$ cat src/rtl/bitcnt_unit.sv
// bitcnt_unit: two-stage pipelined CTZ / CLZ / CPOP with valid/ready handshakes.
// Stage 1 reduces the operand to per-nibble counts; stage 2 merges them into the
// final count. A tag travels alongside each operation untouched.
module bitcnt_unit #(
    parameter int unsigned WIDTH = 32,
    parameter int unsigned TAG_W = 5
) (
    input  logic             clk,
    input  logic             reset_n,
    input  logic             flush,
    input  logic             in_valid,
    output logic             in_ready,
    input  logic [1:0]       in_op,
    input  logic [WIDTH-1:0] in_x,
    input  logic [TAG_W-1:0] in_tag,
    output logic             out_valid,
    input  logic             out_ready,
    output logic [WIDTH-1:0] out_res,
    output logic [TAG_W-1:0] out_tag
);

    localparam int NIB  = int'(WIDTH) / 4;
    localparam int LVLS = $clog2(NIB);
    localparam int CW   = $clog2(WIDTH) + 1;

    localparam logic [1:0] OpClz = 2'b01;

    // Trailing zeros of one nibble; an all-zero nibble counts as 4.
    function automatic logic [2:0] nib_ctz(input logic [3:0] v);
        casez (v)
            4'b???1: return 3'd0;
            4'b??10: return 3'd1;
            4'b?100: return 3'd2;
            4'b1000: return 3'd3;
            default: return 3'd4;
        endcase
    endfunction

    function automatic logic [2:0] nib_pop(input logic [3:0] v);
        return {2'b00, v[0]} + {2'b00, v[1]} + {2'b00, v[2]} + {2'b00, v[3]};
    endfunction

    // Stage 1 state
    logic             s1_valid_q, s1_valid_d;
    logic [1:0]       s1_op_q, s1_op_d;
    logic [TAG_W-1:0] s1_tag_q, s1_tag_d;
    logic [2:0]       s1_cnt_q [NIB];
    logic [2:0]       s1_cnt_d [NIB];
    logic [2:0]       nib_cnt  [NIB];

    // Stage 2 state (drives the outputs directly)
    logic             out_valid_q, out_valid_d;
    logic [WIDTH-1:0] out_res_q, out_res_d;
    logic [TAG_W-1:0] out_tag_q, out_tag_d;
    logic [CW-1:0]    merged;

    logic s2_adv;

    // Handshake: in_ready is combinational from out_ready through s2_adv.
    assign s2_adv    = !out_valid_q || out_ready;
    assign in_ready  = !s1_valid_q || s2_adv;
    assign out_valid = out_valid_q;
    assign out_res   = out_res_q;
    assign out_tag   = out_tag_q;

    // Per-nibble counts of the incoming operand; CLZ is CTZ of the bit-reversed operand,
    // and op[1] set (CPOP and the reserved code) selects popcount.
    always_comb begin : s1_count
        logic [WIDTH-1:0] xs;
        xs = in_x;
        if (in_op == OpClz) begin
            for (int i = 0; i < int'(WIDTH); i++) begin
                xs[i] = in_x[int'(WIDTH) - 1 - i];
            end
        end
        for (int n = 0; n < NIB; n++) begin
            nib_cnt[n] = in_op[1] ? nib_pop(xs[4*n +: 4]) : nib_ctz(xs[4*n +: 4]);
        end
    end

    // Stage 1 next state: flush drops both the resident op and any op offered this cycle.
    always_comb begin
        s1_valid_d = s1_valid_q;
        s1_op_d    = s1_op_q;
        s1_tag_d   = s1_tag_q;
        s1_cnt_d   = s1_cnt_q;
        if (flush) begin
            s1_valid_d = 1'b0;
        end else if (in_ready) begin
            s1_valid_d = in_valid;
            if (in_valid) begin
                s1_op_d  = in_op;
                s1_tag_d = in_tag;
                s1_cnt_d = nib_cnt;
            end
        end
    end

    // Pairwise merge tree over the nibble counts (lower half at even index).
    always_comb begin : s2_merge
        logic [CW-1:0] tree [LVLS+1][NIB];
        logic [CW-1:0] lo, hi;
        for (int l = 0; l <= LVLS; l++) begin
            for (int n = 0; n < NIB; n++) begin
                tree[l][n] = '0;
            end
        end
        lo = '0;
        hi = '0;
        for (int n = 0; n < NIB; n++) begin
            tree[0][n] = CW'(s1_cnt_q[n]);
        end
        for (int l = 0; l < LVLS; l++) begin
            for (int n = 0; n < (NIB >> (l + 1)); n++) begin
                lo = tree[l][2*n];
                hi = tree[l][2*n+1];
                if (s1_op_q[1]) begin
                    tree[l+1][n] = lo + hi;
                end else if (lo == CW'(4 << l)) begin
                    // Lower group is entirely zero: the count continues into the upper group.
                    tree[l+1][n] = CW'(4 << l) + hi;
                end else begin
                    tree[l+1][n] = lo;
                end
            end
        end
        merged = tree[LVLS][0];
    end

    // Stage 2 next state: load when the output slot is free or being consumed.
    always_comb begin
        out_valid_d = out_valid_q;
        out_res_d   = out_res_q;
        out_tag_d   = out_tag_q;
        if (flush) begin
            out_valid_d = 1'b0;
        end else if (s2_adv) begin
            out_valid_d = s1_valid_q;
            if (s1_valid_q) begin
                out_res_d = WIDTH'(merged);
                out_tag_d = s1_tag_q;
            end
        end
    end

    // Pipeline registers with asynchronous active-low reset.
    always_ff @(posedge clk or negedge reset_n) begin
        if (!reset_n) begin
            s1_valid_q  <= 1'b0;
            s1_op_q     <= '0;
            s1_tag_q    <= '0;
            for (int n = 0; n < NIB; n++) begin
                s1_cnt_q[n] <= '0;
            end
            out_valid_q <= 1'b0;
            out_res_q   <= '0;
            out_tag_q   <= '0;
        end else begin
            s1_valid_q  <= s1_valid_d;
            s1_op_q     <= s1_op_d;
            s1_tag_q    <= s1_tag_d;
            s1_cnt_q    <= s1_cnt_d;
            out_valid_q <= out_valid_d;
            out_res_q   <= out_res_d;
            out_tag_q   <= out_tag_d;
        end
    end

endmodule
$ cat config.mk
export PLATFORM = sky130hd
export DESIGN_NAME = bitcnt_unit
export DESIGN_NICKNAME = d
export VERILOG_FILES = /design/src/rtl/bitcnt_unit.sv
export SDC_FILE = /design/constraint.sdc
export NUM_CORES = 1
export LEC_CHECK = 0
export BUFFER_PORTS_ARGS = -buffer_cell sky130_fd_sc_hd__buf_2
export CAP_MARGIN = 20
export CELL_PAD_IN_SITES_DETAIL_PLACEMENT = 1
export CELL_PAD_IN_SITES_GLOBAL_PLACEMENT = 1
export CORE_AREA = 2 2 122 124
export DETAILED_ROUTE_END_ITERATION = 8
export DIE_AREA = 0 0 124 126
export GPL_ROUTABILITY_DRIVEN = 0
export GPL_TIMING_DRIVEN = 0
export PLACE_DENSITY_LB_ADDON = 0.1
export SYNTH_ARGS = -nofsm -noshare
export SYNTH_HDL_FRONTEND = slang
export SYNTH_SLANG_ARGS = --single-unit
$ cat constraint.sdc
create_clock -name clk -period 6.45 [get_ports clk]
set_clock_uncertainty 0.2 [all_clocks]
set_input_delay 0.645 -clock clk [delete_from_list [all_inputs] [get_ports clk]]
set_output_delay 0.645 -clock clk [all_outputs]
set_load 0.01 [all_outputs]
======== Word-level counts from Yosys, hierarchy flattened ========
Cells that the tools add are included.
word-level totals
  register bits after elaboration ......... 44
  output and inout bits ................... 39
  word-level logic and storage cells ...... 128
cells by class
  add/subtract/negate cells ............... 38
  equal/unequal tests ..................... 32
  mux-type cells .......................... 35
  bitwise operators ....................... 1
  reductions and logical operators ........ 8
operator list
  cell                   number
  $pmux W3 S4            8
  $eq A3 B3 Y1 const B   12
  $mux W6                6
  $eq A4 B4 Y1 const B   8
  $mux W32               1
  $mux W4                8
  $add A2 B1 Y3          8
  $add A3 B1 Y3          8
  $mux W3                8
  $add A6 B6 Y6          3
  $add A1 B1 Y2          8
  $add A3 B3 Y4          4
  $add A3 B3 Y4 const A  4
  $eq A2 B2 Y1 const B   8
  $add A4 B6 Y6 const A  2
  $eq A6 B4 Y1 const B   2
  $add A5 B6 Y6 const A  1
  $eq A6 B5 Y1 const B   1
  $reduce_and A3 Y1      2
  $mux W1                4
  $reduce_bool A2 Y1     2
  $eq A2 B1 Y1 const B   1
  $logic_not A1 Y1       2
  $logic_or A1 B1 Y1     2
  $not A1 Y1             1

======== Depth between registers and ports, before layout ========
  depth after elaboration ................. 9
  gate-level depth with buffers ........... 18

======== Least setup slack after synthesis ========
OpenSTA, ideal clock, no wires.
  path kind ............................... reg2reg
  start point ............................. register s1_cnt_q[9] (netlist name)
  end point ............................... register out_res_q[4] (netlist: out_res[4])
  setup time .............................. 0.095 ns
  data arrival time ....................... 3.452 ns
  required time ........................... 6.155 ns
  path slack .............................. 2.702 ns
  stages on the path, launching flop included .. 17
  period minus slack after synthesis ...... 3.748 ns
  cells stage by stage .................... dfrtp_1 -> ha_1 -> fa_1 -> xnor2_1 -> mux2i_1 -> or4_4 -> nand2b_1 -> a41oi_1 -> ha_1 -> inv_1 -> fa_1 -> inv_1 -> a21o_1 -> a21oi_1 -> xnor2_1 -> a21oi_1 -> o31ai_1
on the way
  longest elaborated chain between the ends .. 9
  elaborated cells on any way between the ends .. 12
  those cells by class .................... add/sub: 4; eq/ne: 2; mux: 6
ends and longest elaborated chain
  what                                                                   line  RTL
  start, declared                                                        47    logic [2:0] s1_cnt_q [NIB];
  start signal, assigned                                                 162   s1_cnt_q <= s1_cnt_d;
  parallel branches: the longest is 2 deep, another holds $add A3 B3 Y4  --
  $mux W4 (*)                                                            117   if (s1_op_q[1]) begin
  parallel branches: the longest is 2 deep, another holds $add A6 B6 Y6  --
  $mux W6 (*)                                                            117
  $add A5 B6 Y6                                                          121   tree[l+1][n] = CW'(4 << l) + hi;
  $mux W6                                                                119   end else if (lo == CW'(4 << l)) begin
  $mux W6 (*)                                                            117
  end signal, assigned                                                   164   out_res_q <= out_res_d;
  end, declared                                                          53    logic [WIDTH-1:0] out_res_q, out_res_d;
Every way passes the cells marked *.
A chain may end at the register's enable or synchronous reset.

======== Worst setup path after layout ========
  start point ............................. register s1_op_q[1]
  end point ............................... register out_res_q[5] (netlist: out_res[5])
on the way
  longest elaborated chain between the ends .. 7
  elaborated cells on any way between the ends .. 19
  those cells by class .................... add/sub: 6; eq/ne: 3; mux: 10
ends and longest elaborated chain
  what                                                  line      RTL
  start, declared                                       45        logic [1:0] s1_op_q, s1_op_d;
  start signal, assigned                                160       s1_op_q <= s1_op_d;
  $mux W4                                               117
  $add A4 B6 Y6 / $eq A6 B4 Y1 (equally long branches)  121, 119
  $mux W6                                               119
  $mux W6                                               117
  $add A5 B6 Y6 / $eq A6 B5 Y1 (equally long branches)  121, 119
  $mux W6                                               119
  $mux W6 (*)                                           117
Every way passes the cells marked *; elsewhere a longest branch is shown, timed or not.

==> summary.txt <==
Logic synthesis
  – Cells after synthesis: 589
  – Share of synthesized cell area in and, or, nand and nor gates: 19.2%
  – Most common flop cell mapped by yosys: dfrtp_1
  – Share of synthesized flip-flops with an asynchronous set or reset: 100%
  – Distinct cell type count after synthesis: 58
  – Share of the yosys chip area belonging to registers: 22.1%
  – Ys Warns: 0
  – Total standard cell area after synthesis: 4880 um^2
  – Total of flip-flops plus latches after synthesis: 43
  – Proportion of synthesized area in mux cells: 6.52%
  – Post-synth EDFFs: 0
  – Dominant combinational cell family by area after synthesis: adder cells
  – Area share of fa/ha/maj cells after synthesis: 22.8%
  – Parity-gate share of the synthesized area counting xor and xnor cells: 2.51%
  – Synth Area in Compound Gates: 16.8%
  – Mean instance size in the synthesized netlist: 8.28 um^2

Routing
  – Routed wirelength normalized by instance count: 15.2 um
  – TritonRoute pass-1 iters: 4
  – Count of routing violations after the opening detailed-route iteration: 88
  – Drt via density: 4.86
  – DRC: 0
  – Total routed wirelength: 13.1 mm
  – Antenna Violating Nets Remaining: 0
  – Via total after detailed routing: 4192

Setup path
  – Most numerous cell on the critical path: o21ai_0
  – Arrival time of data at the critical path endpoint: 4.14 ns
  – Worst Setup Start Kind: flip-flop
  – Slowest Stage Delay on Critical Path: 0.48 ns
  – Worst path cell trace: buf_6, buf_2, buf_1, clkbuf_1, o21ai_0, o21ai_0, ha_1, nor2b_1, o21ai_0, o21ai_0, ha_1, a21oi_1, o21ai_0, o32a_1
  – Endpoint class of the critical path: flip-flop
  – Count of buffer and inverter cells on the critical path: 4
  – Critical path required time: 6.42 ns
  – Largest fanout on the critical path: 10
  – Cell type group with the largest total delay on the critical path: buffers and inverters
  – Cell at the slowest stage of the critical path: buf_1
  – WS Path Type: reg -> reg

Timing
  – Min Tclk post-route: 4.17 ns
  – Final hold violation count: 0
  – Worst rel slew slack: 46.9%
  – Peak Freq: 240 MHz
  – Fin crit share: 64.7%
  – Pin slew with the least headroom to its limit: 0.795 ns
  – Setup repair after global routing missed its margin: no
  – Pins Over Slew Limit: 0
  – Setup TNS: 0 ns
  – Setup violations, final: 0

Place
  – Cell Area, Placed: 5480 um^2
  – HPWL reported at the end of detailed placement: 11.2 mm
  – PortBufs: 56

Pwr
  – P per Cell Area: 255 nW/um^2
  – Worst IR drop on VDD: 0.100 mV
  – Leakage component of the power: 2.97 nW

CTS
  – Total clock sinks: 43
  – Clock latency on the worst-skew pair: 0.29 ns
  – TritonCTS clock tree: done
  – Number of gates given a new drive strength after cts: 0
  – Buffer cell driving the clock tree root: clkbuf_16
  – Clock slew at the register clock pins of the worst setup and hold paths: 0.06 ns
  – Setup fix buffers added after clock tree synthesis: 0
  – Buffer depth of the longest clock path: 2
  – Hold-fix buffers at CTS: 0
  – Maximum level of the CTS H-tree: 2
  – CTS buffer count: 5

Finish
  – Summed area of non-filler cells in the final layout: 5660 um^2
  – Count of inserted antenna diode cells: 0
  – Area of the multi-input gates: 3410 um^2
  – Area of all sequential standard cells: 1080 um^2
  – Layout overhead on the synthesized area: 16.1%
  – Share of layout cells above drive strength 1: 16.8%
  – Most frequent cells in the layout: nand2_1, ha_1, buf_2, inv_1, a21oi_1
  – Most common cell after layout, fill and taps aside: nand2_1
  – Fraction of the core area covered by cells at the end of the flow: 39.5%
  – Final nets: 802
  – Filler cell count: 1776

Floorplanning
  – Die outline area: 15600 um^2
  – Initial cell density of the core: 34.1%
  – Die Span X: 124 um
  – Top-Level Pins: 83
  – Number of rows created at floorplan: 44
  – Die boundary height: 126 um
  – Floorplan core area: 14300 um^2

GRT
  – Number of global-route vias before repair: 4473
  – Initial antenna violation count: 0
  – Remaining global-route overflow: 0
  – Total global routing track utilization: 17.8%
  – Global-route wire length before repair: 22.3 mm
  – Largest net degree at the start of global routing: 44

Status
  – Result of the run: finished clean

Flow run
  – Max Cap Violations: 0

Min path
  – Type of the worst min-delay path: in -> async
## per-stage QoR
step	hold WS, ns	total power, mW	cells	worst slack (ns)
5_1_grt	0.134	1.60	862	1.86
4_1_cts	0.268	1.47	861	2.21
2_1_floorplan	0.149	0.949	614	2.70
3_5_place_dp	0.252	1.17	854	2.15
6_report	0.100	1.45	862	2.28
3_3_place_gp	0.242	1.14	854	2.21
## worst paths after layout
check	startpoint	endpoint	slack [ns]	cells after the start
setup / recovery	s1_op_q[1]	out_res[5]	2.28	14
hold / removal	reset_n	out_res[3]	0.1	1
setup reg to reg	s1_op_q[1]	out_res[5]	2.28	14
hold reg to reg	s1_tag_q[4]	out_tag[4]	0.26	2
max in group asynchronous	reset_n	s1_cnt_q[10]	5.46	2
min in group clk	s1_tag_q[4]	out_tag[4]	0.26	2
## synth_stat cells, types with 6 or more instances
library cell,n,area (um^2)
a211oi_1,8,60.1
a21o_1,6,45.0
a21oi_1,45,225
and3b_1,10,87.6
buf_4,26,195
clkbuf_1,16,60.1
dfrtp_1,43,1080
fa_1,15,300
ha_1,65,813
inv_1,53,199
mux2_2,6,67.6
mux2i_1,25,250
nand2_1,99,372
nand2b_1,7,43.8
nor2_1,35,131
nor2b_1,7,43.8
o21ai_0,32,160
o21bai_1,8,60.1
xnor2_1,7,61.3
xor2_1,7,61.3
## per-layer routing
metal	wire length (um)	global-route usage (%)	vias to the layer above
li1	-	-	2120
met1	6000	22.3	1992
met2	6630	31.9	65
met3	302	2.13	15
met4	190	4.49	0
met5	0	0	-
## power breakdown
part / switching (mW) / internal (mW) / leakage (nW)
clock: 0.107 / 0.181 / 0.0769
sequential: 0.0549 / 0.326 / 0.535
combinational: 0.445 / 0.331 / 2.36
total: 0.607 / 0.838 / 2.97
## cell families after synthesis
| group | count (synthesis) |
|---|---|
| simple gates | 192 |
| compound gates | 127 |
| fa+ha+maj | 80 |
| other cells | 1 |
| xor+xnor | 14 |
| buf+inv | 101 |
| mux | 31 |
| flops | 43 |
## worst reg2reg max path, cell delays in order (launching register included)
cell	delay (ns)
dfrtp_1	0.42
buf_6	0.17
buf_2	0.25
buf_1	0.48
clkbuf_1	0.48
o21ai_0	0.16
o21ai_0	0.12
ha_1	0.30
nor2b_1	0.14
o21ai_0	0.18
o21ai_0	0.13
ha_1	0.37
a21oi_1	0.16
o21ai_0	0.10
o32a_1	0.39
## final cells by class
cell class / instances / share of cell area (%)
clock buffer: 6 / 2.28
buffer: 48 / 5.08
tap: 184 / 4.07
timing repair buffer: 57 / 5.31
inverter: 53 / 3.51
sequential: 43 / 19.0
clock inverter: 1 / 0.531
multi-input combinational: 470 / 60.2
## sequential cells by signal, summed over array words and instances (netlist names)
name,count
s1_tag_q,5
out_tag,5
s1_valid_q,1
out_valid,1
s1_cnt_q,24
s1_op_q,1
out_res,6
(Power assumes the default switching activity.)
